### src/rtl/battleship_game_ctrl.sv
// battleship_game_ctrl: two-player battleship referee (define BATTLESHIP_EXTRA_TURN_EN to let a non-final hit keep the turn)
module battleship_game_ctrl #(
  parameter int GRID_N = 9,
  parameter int NUM_SHIPS = 4,
  parameter int SHIP_LEN = 3,
  localparam int RW = $clog2(GRID_N),
  localparam int CW = $clog2(NUM_SHIPS * SHIP_LEN + 1)
) (
  input  logic          clk,
  input  logic          reset,
  input  logic          cmd_valid,
  output logic          cmd_ready,
  input  logic          cmd_fire,
  input  logic [RW-1:0] cmd_row,
  input  logic [RW-1:0] cmd_col,
  input  logic          cmd_vert,
  input  logic          rd_player,
  input  logic [RW-1:0] rd_row,
  input  logic [RW-1:0] rd_col,
  output logic [1:0]    rd_cell,
  output logic [2:0]    phase,
  output logic          resp_valid,
  output logic [1:0]    resp_code,
  output logic          winner,
  output logic [CW-1:0] remain_p1,
  output logic [CW-1:0] remain_p2
);
`ifdef BATTLESHIP_EXTRA_TURN_EN
  localparam bit EXTRA_TURN = 1'b1;
`else
  localparam bit EXTRA_TURN = 1'b0;
`endif
  localparam int CELLS = GRID_N * GRID_N;
  localparam int AW = $clog2(CELLS);
  localparam int IW = $clog2(SHIP_LEN);
  localparam int SW = $clog2(NUM_SHIPS + 1);
  localparam logic [CW-1:0] TOTAL = CW'(NUM_SHIPS * SHIP_LEN);
  localparam logic [RW:0] GN = (RW + 1)'(GRID_N);
  localparam logic [RW:0] SL = (RW + 1)'(SHIP_LEN);

  typedef enum logic [2:0] {S_CLEAR, S_IDLE, S_CHECK, S_WRITE, S_FIRE, S_RESP} state_t;

  state_t state, state_nx;
  logic [1:0] board [2][CELLS];
  logic [AW-1:0] clr_idx, cell_addr, rd_addr, waddr;
  logic [RW-1:0] cur_row, cur_col, cell_r, cell_c;
  logic cur_vert, cur_player, conflict;
  logic [IW-1:0] idx;
  logic [SW-1:0] ships;
  logic [CW-1:0] remain [2];
  logic [1:0] cell_val, wdata, we;
  logic is_place, bad_coord, oob, reject, last_idx, conflict_any, rd_ok;

  assign remain_p1 = remain[0];
  assign remain_p2 = remain[1];

  // command decode and the cell currently addressed by a multi-cycle command
  always_comb begin
    is_place = phase[2:1] == 2'b00;
    bad_coord = {1'b0, cmd_row} >= GN || {1'b0, cmd_col} >= GN;
    oob = bad_coord || ({1'b0, cmd_vert ? cmd_row : cmd_col} + SL > GN);
    reject = phase == 3'd4 || (is_place ? (cmd_fire || oob) : (!cmd_fire || bad_coord));
    cell_r = cur_row + (cur_vert ? RW'(idx) : '0);
    cell_c = cur_col + (cur_vert ? '0 : RW'(idx));
    cell_addr = AW'(cell_r) * AW'(GRID_N) + AW'(cell_c);
    cell_val = board[cur_player][cell_addr];
    last_idx = idx == IW'(SHIP_LEN - 1);
    conflict_any = conflict || cell_val != 2'b00;
    rd_ok = {1'b0, rd_row} < GN && {1'b0, rd_col} < GN;
    rd_addr = AW'(rd_row) * AW'(GRID_N) + AW'(rd_col);
  end

  // state register; reset always restarts the board clear
  always_ff @(posedge clk) state <= reset ? S_CLEAR : state_nx;

  // next-state logic
  always_comb begin
    state_nx = state;
    case (state)
      S_CLEAR: state_nx = clr_idx == AW'(CELLS - 1) ? S_IDLE : S_CLEAR;
      S_IDLE:  state_nx = !cmd_valid ? S_IDLE : reject ? S_RESP : is_place ? S_CHECK : S_FIRE;
      S_CHECK: state_nx = !last_idx ? S_CHECK : conflict_any ? S_RESP : S_WRITE;
      S_WRITE: state_nx = last_idx ? S_RESP : S_WRITE;
      S_FIRE:  state_nx = S_RESP;
      S_RESP:  state_nx = S_IDLE;
      default: state_nx = S_CLEAR;
    endcase
  end

  // handshake, response strobe and board write port; a shot turns SHIP into HIT and EMPTY into MISS
  always_comb begin
    cmd_ready = state == S_IDLE;
    resp_valid = state == S_RESP;
    we = 2'b00;
    waddr = state == S_CLEAR ? clr_idx : cell_addr;
    wdata = state == S_CLEAR ? 2'b00 : state == S_FIRE ? {1'b1, cell_val[0]} : 2'b01;
    if (state == S_CLEAR) we = 2'b11;
    else if (state == S_WRITE || (state == S_FIRE && !cell_val[1])) we[cur_player] = 1'b1;
  end

  // board storage, one write port per player
  always_ff @(posedge clk) begin
    if (we[0] && !reset) board[0][waddr] <= wdata;
    if (we[1] && !reset) board[1][waddr] <= wdata;
  end

  // registered display read; a same-cycle write is seen one cycle later
  always_ff @(posedge clk) rd_cell <= reset ? 2'b00 : rd_ok ? board[rd_player][rd_addr] : 2'b00;

  // game bookkeeping: command capture, placement sweep, shot resolution
  always_ff @(posedge clk) begin
    if (reset) begin
      phase <= 3'd0;
      winner <= 1'b0;
      remain[0] <= TOTAL;
      remain[1] <= TOTAL;
      ships <= '0;
      clr_idx <= '0;
      idx <= '0;
      conflict <= 1'b0;
      resp_code <= 2'b00;
      cur_row <= '0;
      cur_col <= '0;
      cur_vert <= 1'b0;
      cur_player <= 1'b0;
    end else begin
      case (state)
        S_CLEAR: clr_idx <= clr_idx + 1'b1;
        S_IDLE: if (cmd_valid) begin
          cur_row <= cmd_row;
          cur_col <= cmd_col;
          cur_vert <= cmd_vert;
          cur_player <= is_place ? phase[0] : ~phase[0];
          idx <= '0;
          conflict <= 1'b0;
          resp_code <= 2'b11;
        end
        S_CHECK: begin
          idx <= last_idx ? '0 : idx + 1'b1;
          conflict <= conflict_any;
        end
        S_WRITE: begin
          idx <= idx + 1'b1;
          if (last_idx) begin
            resp_code <= 2'b00;
            ships <= ships == SW'(NUM_SHIPS - 1) ? '0 : ships + 1'b1;
            if (ships == SW'(NUM_SHIPS - 1)) phase <= phase + 3'd1;
          end
        end
        S_FIRE: if (!cell_val[1]) begin
          resp_code <= {cell_val[0], ~cell_val[0]};
          if (cell_val[0]) remain[cur_player] <= remain[cur_player] - 1'b1;
          if (cell_val[0] && remain[cur_player] == CW'(1)) begin
            phase <= 3'd4;
            winner <= ~cur_player;
          end else if (!(cell_val[0] && EXTRA_TURN)) phase <= {2'b01, ~phase[0]};
        end
        default: ;
      endcase
    end
  end
endmodule
### config.mk
export PLATFORM = sky130hd
export DESIGN_NAME = battleship_game_ctrl
export DESIGN_NICKNAME = d
export VERILOG_FILES = /design/src/rtl/battleship_game_ctrl.sv
export SDC_FILE = /design/constraint.sdc
export NUM_CORES = 1
export LEC_CHECK = 0
export ABC_CLOCK_PERIOD_IN_PS = 6150
export BUFFER_PORTS_ARGS = -buffer_cell sky130_fd_sc_hd__buf_2
export CAP_MARGIN = 15
export CORE_UTILIZATION = 59
export CTS_BUF_LIST = sky130_fd_sc_hd__clkbuf_4 sky130_fd_sc_hd__clkbuf_8
export DETAILED_ROUTE_END_ITERATION = 8
export PLACE_DENSITY = 0.79
export SKIP_LAST_GASP = 1
export SYNTH_ARGS = -nofsm -noshare
export SYNTH_HDL_FRONTEND = slang
export SYNTH_SLANG_ARGS = --single-unit
export TNS_END_PERCENT = 100
### constraint.sdc
create_clock -name clk -period 6.15 [get_ports clk]
set_clock_uncertainty 0.2 [all_clocks]
set_input_delay 0.9225 -clock clk [delete_from_list [all_inputs] [get_ports clk]]
set_output_delay 0.9225 -clock clk [all_outputs]
set_load 0.005 [all_outputs]
==> Word level (Yosys, flattened, before mapping) <==
Memory sizes are Yosys's and may differ from the RTL's. A register that Yosys moved wholly into a read port is not among the register bits.
Index checks and enable logic that the tools add are counted.
{ "classes": {"add_sub_neg": 10, "multipliers": 2, "div_mod_pow": 0, "n_lt_le_gt_ge": 11, "n_eq_ne": 14, "n_shift": 0, "n_mux": 61, "bitwise": 8, "n_reduce_logical": 33} }
{ "ops": {"columns": ["cell", "n"], "rows": [
  ["162-bit 2-to-1 mux", 2],
  ["3-bit 2-to-1 mux", 11],
  ["2-bit 2-to-1 mux", 16],
  ["2-bit binary-select mux with 7-bit select", 2],
  ["8-bit greater-or-equal comparator (second input constant)", 3],
  ["7-bit inverter with 8-bit output", 3],
  ["1-bit 2-to-1 mux", 20],
  ["3-bit case mux with 6 select lines", 1],
  ["7-bit by 4-bit adder with 7-bit output", 2],
  ["2-bit demux with 7-bit select", 1],
  ["4-bit by 4-bit multiplier with 7-bit output (second input constant)", 2],
  ["2-bit case mux with 3 select lines", 2],
  ["3-bit by 2-bit equality test with 1-bit output (second input constant)", 3],
  ["3-bit equality test (second input constant)", 3],
  ["4-bit by 2-bit adder with 4-bit output", 2],
  ["4-bit greater-or-equal comparator (second input constant)", 2],
  ["4-bit less-than comparator (second input constant)", 2],
  ["8-bit by 1-bit less-than comparator with 1-bit output (second input constant)", 1],
  ["4-bit 2-to-1 mux", 2],
  ["2-bit AND reduction", 4],
  ["4-bit AND reduction", 2],
  ["7-bit by 1-bit adder with 7-bit output (second input constant)", 1],
  ["7-bit equality test (second input constant)", 1],
  ["1-bit logical AND", 7],
  ["other kinds (26)", 44]
]} }
{ "totals": {"reg_bits": 34, "latchBits": 0, "ramBits": 332, "rom_bits": 0, "input_bits": 22, "output_inout_bits": 18, "memories": 2} }
{ "mem_list": {"columns": ["memory", "words", "width", "read_ports", "rd_clocked_by_memory_dff", "wr", "line_no", "rtl"], "rows": [
  ["board", 2, 162, 2, 1, 2, "44", "logic [1:0] board [2][CELLS];"],
  ["remain", 2, 4, 3, 1, 2, "50", "logic [CW-1:0] remain [2];"]
]} }

==> Logic depth before layout (Yosys ltp) <==
{ "depth": {"word_depth": 16, "mapped_depth": 20, "ltp_nobuf": 16} }

==> Worst setup path after synthesis <==
Ideal clock, no wire load.
{ "synth_path": {"path_kind": "reg2reg", "startpoint": "reg idx[0]", "endpoint": "mem board[0][0] (netlist name), data pin", "setup_time_ns": 0.622, "arrival_time_ns": 5.977, "slack_ns": -0.649, "stages_incl_launch_ff": 19, "path_buffers": 4, "synth_period_minus_slack_ns": 6.799, "path_cell_list": "dfxtp_1 -> and2_1 -> ha_1 -> fa_1 -> ha_1 -> ha_1 -> inv_1 -> fa_1 -> buf_2 -> buf_2 -> buf_2 -> buf_1 -> nand2_1 -> o22ai_1 -> o221a_2 -> a41oi_1 -> or3b_1 -> nand4_1 -> and2_1"} }
{ "synth_lines": {"columns": ["item", "line_no", "rtl"], "rows": [
  ["start, declared", "48", "logic [IW-1:0] idx;"],
  ["start signal, assigned", "139", "idx <= last_idx ? '0 : idx + 1'b1;"],
  ["start signal, assigned", "143", "idx <= idx + 1'b1;"],
  ["end, declared", "44", null]
]} }

==> impl_metrics.yaml <==
route:
  ant_nets: 0
  num_vias: 12997
  drc: 0
  dr.pass1.iters: 7
  dr.first_iter.drc_count: 1609
  avgRoutedWirePerCell_um: 26.7
  drt-total-wl_um: 50600
  via_per_inst: 6.87
sta:
  holdWs_ns: 0.250
  worst_slew_pin_slew_ns: 1.21
  maxSlewHeadroom_pct: 19.1
  period_share_pct: 94.0
  maxSlewViolCount: 0
  max_freq_ghz: 0.173
  rsz0062_at_grt: "false"
  setup_viol: 0
  fin_crit_ns: 5.78
  hold_violations: 0
pwr:
  vdd.ir_drop.worst_mv: 0.173
  leakage_nw: 7.21
  clkPwrFrac_pct: 39.7
  internal-power_mw: 4.04
  switchingPower_mw: 1.19
  power.density_nw_per_um2: 234
  seq_power_share_pct: 51.6
  comb_power_share_pct: 8.7
  p_sw_share_pct: 22.7
floorplanning:
  dieArea_um2: 35300
  die_width_um: 188
  die_y_um: 188
  start_util_pct: 60.3
  rows: 67
  core_um2: 33800
  ioPinCount: 40
clocking:
  cts_htree_levels: 2
  cts_max_path_buffers: 3
  clock_latency_ns: 0.63
  cts-root-buf: "clkbuf_8"
  numCtsBuffers: 58
  cts_sinks: 367
  cts-hold-fix-buffers: 0
  clk_pin_slew_ns: 0.06
  cts_tree: "done"
setup_path:
  critPathKind: "reg -> reg"
  cp_max_fo: 15
  slowest_delay_ns: 0.67
  crit_path_top_delay_cell: "fa_1"
  cp_cell_sequence: "and2_1 > ha_1 > fa_1 > ha_1 > ha_1 > inv_1 > fa_1 > buf_4 > mux4_1 > a22oi_2 > o21ai_2 > a2111oi_4 > a31oi_2 > a211oi_4 > buf_4 > nand3_2 > o21ai_0"
  cp-end-kind: "flop"
  worst-endpoint-arrival_ns: 5.83
  critPathMostFrequentCell: "ha_1"
  worstPathRequired_ns: 6.20
  crit_path_start_kind: "flop"
synthesis:
  ys_ff_latch: 367
  syn_area_per_cell_um2: 15.1
  seq_area_frac_synth_pct: 52.4
  synth-main-ff-cell: "edfxtp_1"
  netlist_instances: 1346
  synth.area.top_cells: "edfxtp_1 49%, mux4_2 18%, nor3_2 6.3%"
  synth_top_area_share_pct: 48.9
  yosys.area.top_type: "edfxtp_1"
  synth_fp_nets: 1410
  yosysWarningCount: 0
  synth_cell_types: 87
  synth_edf_count: 332
  syn_area_um2: 20400
  synthArstFlopShare_pct: 0
layout:
  nets: 1462
  fill_cells: 2310
  num_antenna_cells: 0
  fin_area_um2: 22300
  layout_common_cells: "332 x edfxtp_1, 162 x mux4_2, 129 x nor3_2"
  drive_above_1_share_pct: 36.6
  final_common_cell: "edfxtp_1"
  post-route-util_pct: 66.0
  area_growth_pct: 9.40
place:
  portBuffers: 39
  hpwlAfterDp_um: 33900
  finalWeightedCongestion: 0.991
  dpl-instance-area_um2: 21100
hold_path:
  hold_class: "reg -> reg"
grt:
  grt.overflow.total: 0
  grt_max_degree: 99
  grt_pass1_vias: 12934
  antenna_found_initial: 0
  grt_first_pass_wirelength_um: 77500
  groute.usage.overall_pct: 29.1
job:
  cap_violations: 0
run_status:
  outcome: "complete, no violations"
-- power groups by stage --
stage                     registers (mW)  logic (mW)  clock network (mW)
after detailed placement            2.75       0.444                   0
after floorplan                     2.75       0.303                   0
after CTS                           2.70       0.446                2.09
after global routing                2.70       0.471                2.19
after global placement              2.75       0.437                   0
final                               2.70       0.453                2.07
-- metal layers --
| metal | vias up | wire, um | track usage (%) |
|---|---|---|---|
| met1 | 6543 | 19600 | 40.0 |
| met3 | 108 | 4960 | 5.24 |
| met5 | - | 0 | 0 |
| met2 | 765 | 24500 | 47.4 |
| li1 | 5581 | - | - |
| met4 | 0 | 1530 | 9.41 |
-- synth_stat cells (all sizes together), types with 4 or more instances --
library cell	count
nand4	9
a32oi	5
o21a	6
o31ai	4
or3	4
edfxtp	332
nand2b	10
xor2	9
a21o	5
clkbuf	53
o211ai	5
mux4	168
nand2	85
buf	56
mux2i	40
xnor2	11
nor2	40
nor3	176
fa	4
o21ai	24
inv	26
nor2b	10
a31oi	6
a221oi	4
a21oi	31
and2	10
a311oi	4
mux2	12
a22oi	19
dfxtp	35
nand3b	9
ha	38
o21bai	5
nand3	12
and3	9
or2	5
a211oi	12
o22ai	7
-- through the flow --
step / power [mW] / std cells / setup WS [ns] / TNS [ns]
5_1_grt: 5.36 / 1892 / 0.0815 / 0
4_1_cts: 5.23 / 1892 / 0.288 / 0
6_report: 5.22 / 1892 / 0.370 / 0
3_3_place_gp: 3.19 / 1782 / 0.0326 / 0
2_1_floorplan: 3.05 / 1346 / 0.482 / 0
3_5_place_dp: 3.19 / 1782 / -0.0551 / -1.77
-- kinds of logic (layout without fill, tap and decap cells) --
logic type                 count (synthesis)  count (layout)  synth area share (%)
adders and majority gates                 42              42                  2.73
xor gates and xnor gates                  20              20                 0.859
muxes                                    220             220                  21.3
DFF                                      367             367                  52.4
AOI/OAI and AO/OA                        169             169                  6.42
and+or+nand+nor                          392             392                  12.7
buffers and inverters                    136             234                  3.60
-- worst paths after layout --
kind	startpoint	to	slack (ns)	cells after the start
worst max-delay path	cur_vert$_SDFFE_PP0P_	remain[0][2]$_SDFFCE_PN1P_	0.37	17
worst min register to register	ships[2]$_SDFFE_PP0P_	ships[2]$_SDFFE_PP0P_	0.25	2
worst min-delay path	ships[2]$_SDFFE_PP0P_	ships[2]$_SDFFE_PP0P_	0.25	2
worst max register to register	cur_vert$_SDFFE_PP0P_	remain[0][2]$_SDFFCE_PN1P_	0.37	17
-- worst max-delay path: cells and delay by family (launching register included) --
family / cells / cell delay (ns)
AND/OR/NAND/NOR: 2 / 0.33
AO/OA/AOI/OAI: 6 / 1.69
adder cells (fa/ha/maj): 5 / 1.87
buffers and inverters: 3 / 0.56
flip-flops: 1 / 0.40
multiplexers: 1 / 0.36
-- layout make-up --
cell class / count / area, um2 / share of cell area, %
Clock buffer: 85 / 1020 / 4.57
Clock inverter: 21 / 149 / 0.668
Inverter: 27 / 104 / 0.466
Multi-Input combinational cell: 843 / 9010 / 40.4
Sequential cell: 367 / 10700 / 47.9
Tap cell: 448 / 561 / 2.51
Timing Repair Buffer: 101 / 776 / 3.48
-- flip-flops by register name, summed over array words and instances, names as in the netlist, 2 cells and up, named ones only --
name	flops
cur_row	4
remain	8
board	324
state	3
resp_code	2
clr_idx	7
phase	3
idx	2
cur_col	4
rd_cell	2
ships	3
-- what timing repair did --
action                     CTS  global route
gates resized for setup      0             1
setup endpoints to repair   85             4
buffers inserted             4             0
hold endpoints to repair     0             0
pin swaps                    1             0
Note: power is estimated with default switching activity, not from simulation.
